===== src/rtl/vector_dispatch_engine.sv =====
// Vector dispatch engine: reads a {size, ptr} descriptor from RAM, applies a scalar op to each element in place, raises done/irq.
// Latency: 2*(MEM_LATENCY+1) header cycles + (MEM_LATENCY+2) per element + 1 DONE cycle; control reads return 1 cycle after read_control.
// Backpressure: none; one RAM access per cycle, a start write while busy is dropped, BASE/SCALAR/op are latched at start.
// Ports: control slave (address_control/data_in_control/write_control/read_control/data_out_control),
//        RAM master (mem_address/mem_data_out/mem_data_in/mem_wren), level interrupt_start.
module vector_dispatch_engine #(
    parameter int WIDTH       = 32,
    parameter int ADDR_WIDTH  = 16,
    parameter int MEM_LATENCY = 1,
    parameter int MAX_SIZE    = 1024
) (
    input  logic                  clk,
    input  logic                  reset_sink_reset_n,
    input  logic [1:0]            address_control,
    input  logic [WIDTH-1:0]      data_in_control,
    input  logic                  write_control,
    input  logic                  read_control,
    output logic [WIDTH-1:0]      data_out_control,
    output logic [ADDR_WIDTH-1:0] mem_address,
    output logic [WIDTH-1:0]      mem_data_out,
    input  logic [WIDTH-1:0]      mem_data_in,
    output logic                  mem_wren,
    output logic                  interrupt_start
);

    typedef enum logic [2:0] {
        S_IDLE, S_HDR_SIZE, S_HDR_ADDR, S_RD, S_WAIT, S_WR, S_DONE
    } state_t;

    localparam logic [2:0] LAT = 3'(MEM_LATENCY);

    state_t                state_q, state_d;
    logic [2:0]            cnt_q, cnt_d;
    logic                  irq_en_q, irq_en_d;
    logic [1:0]            op_q, op_d;
    logic [1:0]            run_op_q, run_op_d;
    logic                  done_q, done_d;
    logic                  error_q, error_d;
    logic [WIDTH-1:0]      base_q, base_d;
    logic [WIDTH-1:0]      scalar_q, scalar_d;
    logic [ADDR_WIDTH-1:0] run_base_q, run_base_d;
    logic [WIDTH-1:0]      run_scalar_q, run_scalar_d;
    logic [WIDTH-1:0]      size_q, size_d;
    logic [ADDR_WIDTH-1:0] ptr_q, ptr_d;
    logic [WIDTH-1:0]      idx_q, idx_d;
    logic [ADDR_WIDTH-1:0] mem_address_q, mem_address_d;
    logic [WIDTH-1:0]      mem_data_out_q, mem_data_out_d;
    logic                  mem_wren_q, mem_wren_d;
    logic [WIDTH-1:0]      rdata_q, rdata_d;
    logic [WIDTH-1:0]      alu_res;
    logic                  busy;

    assign busy             = (state_q != S_IDLE);
    assign data_out_control = rdata_q;
    assign mem_address      = mem_address_q;
    assign mem_data_out     = mem_data_out_q;
    assign mem_wren         = mem_wren_q;
    assign interrupt_start  = done_q & irq_en_q;

    // Element operation, applied to the word arriving on the last WAIT cycle.
    always_comb begin
        alu_res = mem_data_in + run_scalar_q;
        case (run_op_q)
            2'd0: alu_res = mem_data_in + run_scalar_q;
            2'd1: alu_res = mem_data_in * run_scalar_q;
            2'd2: alu_res = mem_data_in ^ run_scalar_q;
            2'd3: alu_res = (mem_data_in > run_scalar_q) ? mem_data_in : run_scalar_q;
        endcase
    end

    always_comb begin
        state_d        = state_q;
        cnt_d          = cnt_q;
        irq_en_d       = irq_en_q;
        op_d           = op_q;
        run_op_d       = run_op_q;
        done_d         = done_q;
        error_d        = error_q;
        base_d         = base_q;
        scalar_d       = scalar_q;
        run_base_d     = run_base_q;
        run_scalar_d   = run_scalar_q;
        size_d         = size_q;
        ptr_d          = ptr_q;
        idx_d          = idx_q;
        mem_address_d  = mem_address_q;
        mem_data_out_d = mem_data_out_q;
        mem_wren_d     = 1'b0;
        rdata_d        = rdata_q;

        if (read_control) begin
            rdata_d = '0;
            case (address_control)
                2'd0: rdata_d[3:1] = {op_q, irq_en_q};
                2'd1: rdata_d[2:0] = {error_q, done_q, busy};
                2'd2: rdata_d      = base_q;
                2'd3: rdata_d      = scalar_q;
            endcase
        end

        if (write_control) begin
            case (address_control)
                2'd0: begin
                    irq_en_d = data_in_control[1];
                    op_d     = data_in_control[3:2];
                    if (data_in_control[0] && (state_q == S_IDLE)) begin
                        done_d        = 1'b0;
                        error_d       = 1'b0;
                        run_op_d      = data_in_control[3:2];
                        run_base_d    = base_q[ADDR_WIDTH-1:0];
                        run_scalar_d  = scalar_q;
                        mem_address_d = base_q[ADDR_WIDTH-1:0];
                        cnt_d         = '0;
                        state_d       = S_HDR_SIZE;
                    end
                end
                2'd1: begin
                    if (data_in_control[1]) done_d  = 1'b0;
                    if (data_in_control[2]) error_d = 1'b0;
                end
                2'd2: base_d   = data_in_control;
                2'd3: scalar_d = data_in_control;
            endcase
        end

        // FSM follows the register writes so that the DONE set beats a W1C of done.
        case (state_q)
            S_HDR_SIZE: begin
                if (cnt_q == LAT) begin
                    size_d        = mem_data_in;
                    cnt_d         = '0;
                    mem_address_d = run_base_q + ADDR_WIDTH'(1);
                    state_d       = S_HDR_ADDR;
                end else begin
                    cnt_d = cnt_q + 3'd1;
                end
            end
            S_HDR_ADDR: begin
                if (cnt_q == LAT) begin
                    ptr_d = mem_data_in[ADDR_WIDTH-1:0];
                    idx_d = '0;
                    cnt_d = '0;
                    if (size_q == '0) begin
                        state_d = S_DONE;
                    end else if (size_q > WIDTH'(MAX_SIZE)) begin
                        error_d = 1'b1;
                        state_d = S_DONE;
                    end else begin
                        mem_address_d = mem_data_in[ADDR_WIDTH-1:0];
                        state_d       = S_RD;
                    end
                end else begin
                    cnt_d = cnt_q + 3'd1;
                end
            end
            S_RD: begin
                cnt_d   = 3'd1;
                state_d = S_WAIT;
            end
            S_WAIT: begin
                if (cnt_q == LAT) begin
                    mem_data_out_d = alu_res;
                    mem_wren_d     = 1'b1;
                    state_d        = S_WR;
                end else begin
                    cnt_d = cnt_q + 3'd1;
                end
            end
            S_WR: begin
                idx_d = idx_q + WIDTH'(1);
                if (idx_q + WIDTH'(1) == size_q) begin
                    state_d = S_DONE;
                end else begin
                    mem_address_d = ptr_q + idx_q[ADDR_WIDTH-1:0] + ADDR_WIDTH'(1);
                    state_d       = S_RD;
                end
            end
            S_DONE: begin
                done_d  = 1'b1;
                state_d = S_IDLE;
            end
            default: ;
        endcase
    end

    always_ff @(posedge clk or negedge reset_sink_reset_n) begin
        if (!reset_sink_reset_n) begin
            state_q        <= S_IDLE;
            cnt_q          <= '0;
            irq_en_q       <= 1'b0;
            op_q           <= '0;
            run_op_q       <= '0;
            done_q         <= 1'b0;
            error_q        <= 1'b0;
            base_q         <= '0;
            scalar_q       <= '0;
            run_base_q     <= '0;
            run_scalar_q   <= '0;
            size_q         <= '0;
            ptr_q          <= '0;
            idx_q          <= '0;
            mem_address_q  <= '0;
            mem_data_out_q <= '0;
            mem_wren_q     <= 1'b0;
            rdata_q        <= '0;
        end else begin
            state_q        <= state_d;
            cnt_q          <= cnt_d;
            irq_en_q       <= irq_en_d;
            op_q           <= op_d;
            run_op_q       <= run_op_d;
            done_q         <= done_d;
            error_q        <= error_d;
            base_q         <= base_d;
            scalar_q       <= scalar_d;
            run_base_q     <= run_base_d;
            run_scalar_q   <= run_scalar_d;
            size_q         <= size_d;
            ptr_q          <= ptr_d;
            idx_q          <= idx_d;
            mem_address_q  <= mem_address_d;
            mem_data_out_q <= mem_data_out_d;
            mem_wren_q     <= mem_wren_d;
            rdata_q        <= rdata_d;
        end
    end

endmodule


===== config.mk =====
export PLATFORM = sky130hd
export DESIGN_NAME = vector_dispatch_engine
export DESIGN_NICKNAME = d
export VERILOG_FILES = /design/src/rtl/vector_dispatch_engine.sv
export SDC_FILE = /design/constraint.sdc
export NUM_CORES = 2
export LEC_CHECK = 0
export BUFFER_PORTS_ARGS = -buffer_cell sky130_fd_sc_hd__buf_2
export CORE_ASPECT_RATIO = 0.9
export CORE_MARGIN = 2
export CORE_UTILIZATION = 51
export CTS_CLUSTER_SIZE = 20
export DETAILED_ROUTE_END_ITERATION = 8
export GPL_TIMING_DRIVEN = 0
export HOLD_SLACK_MARGIN = 0.08
export PLACE_DENSITY_LB_ADDON = 0.25
export SETUP_SLACK_MARGIN = 0.3
export SYNTH_ARGS = -nofsm -noshare
export SYNTH_HDL_FRONTEND = slang
export SYNTH_SLANG_ARGS = --single-unit
export TNS_END_PERCENT = 100

===== constraint.sdc =====
create_clock -name clk -period 6.4 [get_ports clk]
set_input_delay 1.28 -clock clk [delete_from_list [all_inputs] [get_ports clk]]
set_output_delay 1.28 -clock clk [all_outputs]
set_load 0.1 [all_outputs]

-- Yosys cells after proc, flatten, opt, wreduce, memory -nomap -nowiden
Cells that the tools add are included.
W data, S select, Z words.
- add/subtract/negate cells: 6
- $mul: 1
- magnitude comparators: 2
- equality and inequality tests: 17
- multiplexer cells: 48
- bitwise logic cells: 2
- reduce and logical (&&, ||, !) cells: 19
- operators with widths (cell ; count):
    $mux W16 ; 8
    $pmux W32 S4 ; 1
    $mux W32 ; 2
    $pmux W32 S2 ; 1
    $pmux W28 S2 ; 1
    $pmux W16 S3 ; 1
    $mux W3 ; 14
    $add A16 B1 Y16 const B ; 2
    $add A32 B1 Y32 const B ; 1
    $add A32 B32 Y32 ; 1
    $eq A32 B32 Y1 ; 1
    $gt A32 B11 Y1 const B ; 1
    $gt A32 B32 Y1 ; 1
    $logic_not A32 Y1 ; 1
    $mul A32 B32 Y32 ; 1
    $xor A32 B32 Y32 ; 1
    $pmux W3 S6 ; 1
    $add A16 B16 Y16 ; 1
    $reduce_and A2 Y1 ; 7
    $mux W1 ; 13
    $eq A3 B3 Y1 const B ; 3
    $pmux W3 S3 ; 1
    $eq A2 B2 Y1 const B ; 4
    $pmux W2 S4 ; 1
    17 further kinds ; 26
- register bits: 286
- input bits: 70
- output and inout bits: 82
- word-level logic and storage cells: 113

-- Depth between registers and ports, before layout
- depth after elaboration: 9
- gate-level depth with buffers: 28
- mapped depth without buffers: 26

-- Worst setup path before layout
OpenSTA, ideal clock, no wires.
- kind: input to register
- start point: in mem_data_in[9]
- end point: reg mem_data_out_q[31] (netlist: mem_data_out[31])
- library setup time: 0.123 ns
- arrival time: 7.676 ns
- required time: 6.277 ns
- setup slack: -1.399 ns
- stages: 25
- path buffers: 2
- cell sequence: clkbuf_1 -> clkbuf_1 -> nand2_1 -> fa_1 -> inv_1 -> fa_1 -> fa_1 -> inv_1 -> fa_1 -> inv_1 -> fa_1 -> inv_1 -> fa_1 -> inv_1 -> fa_1 -> fa_1 -> ha_1 -> inv_1 -> o21ai_0 -> o31a_1 -> o41ai_1 -> o21ai_1 -> xnor2_1 -> nand2_1 -> a32o_1
- longest elaborated chain between the ends: 3
- ends and longest elaborated chain (what ; RTL line ; text):
    start, declared ; 21 ; input logic [WIDTH-1:0] mem_data_in,
    branches (longest 2 deep; another with $mul A32 B32 Y32) ; n/a ;
    $pmux W32 S4 * ; 63 ; case (run_op_q)
    end signal, assigned ; 222 ; mem_data_out_q <= mem_data_out_d;
    end, declared ; 47 ; logic [WIDTH-1:0] mem_data_out_q, mem_data_out_d;
Every way passes the cells marked *.
A chain may end at the register's enable or synchronous reset.

-- Final worst setup path
- start point: in mem_data_in[4]
- end point: reg mem_data_out_q[31] (netlist: mem_data_out[31])
Same word-level chain as after synthesis.

==> flow_summary_export.csv <==
group,metric,value,unit
clocking,h-tree-depth,2,
floorplan,boundaryPins,152,
synthesis,syn_area,33450,sq um
timing,final.setup.tns,-21.11,ns
clocking,root_buffer,"clkbuf_16",
placement,place_area,35710,sq um
synthesis,synthArstFlopShare,100.0,%
timing,skew,0.02306,ns
grt,grt_pass1_vias,29550,
floorplan,core,65260,sq um
placement,dp_slack,-2.902,ns
grt,grt_start_max_net_pins,116,
synthesis,synth_edf_count,0,
clocking,cts_tree,"done",
route,post_drt_via_cell_ratio,6.071,
route,drcViolationCount,0,
clocking,path_clk_slew,0.06,ns
setup_path,rr_startpoint,"run_scalar_q[5]",
clocking,clk_path_buf_depth,3,
setup_path,reg2reg_to,"mem_data_out[31]",
placement,port_buffers,149,
flow_run,maxCapViolCount,0,
setup_path,critPathSlowestCell,"fa_1",
final_layout,layout.area.seq,7158,sq um
timing,setup_slack,-1.303,ns
final_layout,num-fill-cells,5479,
clocking,numCtsBuffers,35,
synthesis,syn-instance-count,3713,
synthesis,synthFlopType,"dfrtp_1",
hold_path,hold_path_end,"mem_data_out[6]",
setup_path,path_max_fanout,10,
final_layout,layout_commonest_cell,"nand2_1",
timing,whs,0.4745,ns
timing,hold_viol_final,0,
route,wirelength,127900,microns
grt,grt_use_total,37.57,%
final_layout,nets,4715,
floorplan,start_util,51.25,%
final_layout,final_area,39940,sq um
final_layout,drive_above_1_share,19.28,%
hold_path,holdPathStages,1,
floorplan,die_area,67650,sq um
synthesis,ys_types,93,
run_status,violations,"negative setup slack",
setup_path,reg2reg_depth,24,
floorplan,die_w,273.9,microns
placement,hpwlAfterDp,94220,microns
route,drt.antenna.violating_nets,0,
route,dr.pass1.iters,7,
timing,tightest_slew,1.048,ns
synthesis,yosysSeqAreaShare,21.40,%
final_layout,multi_input_area,24720,sq um
route,via_count,29890,
grt,grt_pass1_wl,187400,microns
clocking,clkSinkCount,286,
synthesis,yosys_register_bits,286,
grt,use_met1,51.27,%
timing,grt_setup_unrepaired,"true",
grt,antenna_found_initial,3,
grt,grt_util_met3,10.72,%
clocking,clk_latency,0.57,ns
timing,fin_crit_sh,120.4,%
timing,slew_headroom,29.22,%
floorplan,die_y,246.9,microns
synthesis,yosysWarningCount,0,
hold_path,hold_path.class,"register to register",
setup_path,setup.worst_path.start_class,"input pin",
setup_path,cp-end-kind,"register",
placement,gp_congestion,1.026,
grt,gr-max-usage-layer,"met2",
timing,fmax,129.8,MHz
grt,grt.met2_usage,54.76,%
final_layout,area_growth,19.41,%
timing,final-setup-viol-count,22,
setup_path,crit_required,6.86,ns
run_status,status,"complete, but fails checks",
timing,slew_violations,0,
setup_path,cp_common_cell,"fa_1",
final_layout,layout_common_cells,"nand2_1 (519), inv_1 (473), fa_1 (359)",
floorplan,row_count,89,
synthesis,avgSynthCellArea,9.008,sq um
synthesis,synth_nets,4398,
setup_path,arrival,8.16,ns
route,post_drt_wl_per_cell,25.98,microns
hold_path,hp-start,"mem_data_out[6]",
setup_path,max_stage_delay,0.59,ns
setup_path,rrSetupSlack,-1.28,ns
route,drt_iter0_drc,3419,
grt,grt_overflow,0,
timing,layout_min_cycle_time,7.703,ns
setup_path,critical_path_class,"input pin to register",
per-stage QoR:
stage / std cells / util, %
after global placement: 4726 / 54.62
final: 4923 / 61.20
after detailed placement: 4728 / 54.72
after CTS: 4898 / 60.50
after floorplan: 3713 / -
after global routing: 4919 / 61.19
timing repair:
action | in CTS | in global routing
gates cloned | 5 | 1
gates resized for setup | 381 | 87
pin swaps | 146 | 78
setup endpoints to repair | 26 | 23
buffers inserted | 103 | 20
hold buffers | 0 | 0
cell families after synthesis:
family                     count (synthesis)  share of synthesized area (%)
AOI/OAI and AO/OA                        558                          10.58
xor gates and xnor gates                 154                          4.033
adders and majority gates                616                          32.24
buffers and inverters                    704                          8.077
DFF                                      286                          21.40
muxes                                    181                          6.251
and+or+nand+nor                         1214                          17.42
cells in the mapped netlist (all sizes together), types with 27 or more instances:
cell      n  area, sq um
nand3    48        267.8
a21oi   114        581.8
buf      34        185.2
ha      205         2565
o21ai   180        900.9
and2    264         1652
xor2     39        341.6
o22ai    43        269.0
dfrtp   286         7157
inv     497         1866
fa      410         8208
xnor2   115         1007
o31ai    27        212.7
clkbuf  171        643.1
mux2i    78        780.8
nand2   524         1967
nor3     41        237.7
nor2    206        773.2
mux2     90         1017
state kept, by name (all words and copies together) (netlist names), 2 cells and up:
signal            count
base_q               32
cnt_q                 3
data_out_control     32
idx_q                32
mem_address          16
mem_data_out         32
op_q                  2
ptr_q                16
run_base_q           16
run_op_q              2
run_scalar_q         32
scalar_q             32
size_q               32
state_q               3
critical path: cells and delay by family:
kind                       cells  cell delay [ns]
adders and majority gates      9             3.67
AOI/OAI and AO/OA              7             1.73
buffers and inverters          6             0.81
xor gates and xnor gates       1             0.26
and+or+nand+nor                3             0.39
worst max path at each step:
stage	startpoint	to	slack, ns	cells past startpoint
floorplan	mem_data_in[11]	mem_data_out[28]	-1.06	25
global placement	mem_data_in[0]	mem_data_out[31]	-2.96	27
detailed placement	mem_data_in[0]	mem_data_out[31]	-2.90	27
CTS	mem_data_in[9]	mem_data_out[31]	-1.14	25
global route	mem_data_in[6]	mem_data_out[31]	-1.41	27
finish	mem_data_in[4]	mem_data_out[31]	-1.30	26
per-layer routing:
metal	vias to the layer above	share of wire (%)	wire, microns
met3	489	13	16270
met2	2014	42	53610
met5	-	0.030	39
met1	14720	39	49880
met4	6	6.3	8122
li1	12660	-	-
cell type report:
type	count	share of cell area [%]
Multi-Input combinational cell	2723	61.90
Timing Repair Buffer	280	5.442
Clock inverter	13	0.4323
Inverter	499	4.718
Buffer	205	4.283
Tap cell	864	2.707
Clock buffer	49	2.575
Sequential cell	286	17.92
Antenna cell	4	0.02506
Power is left out: the tool's default activity adds up to more than one toggle a clock period on the data nets, which glitch-free logic cannot reach.
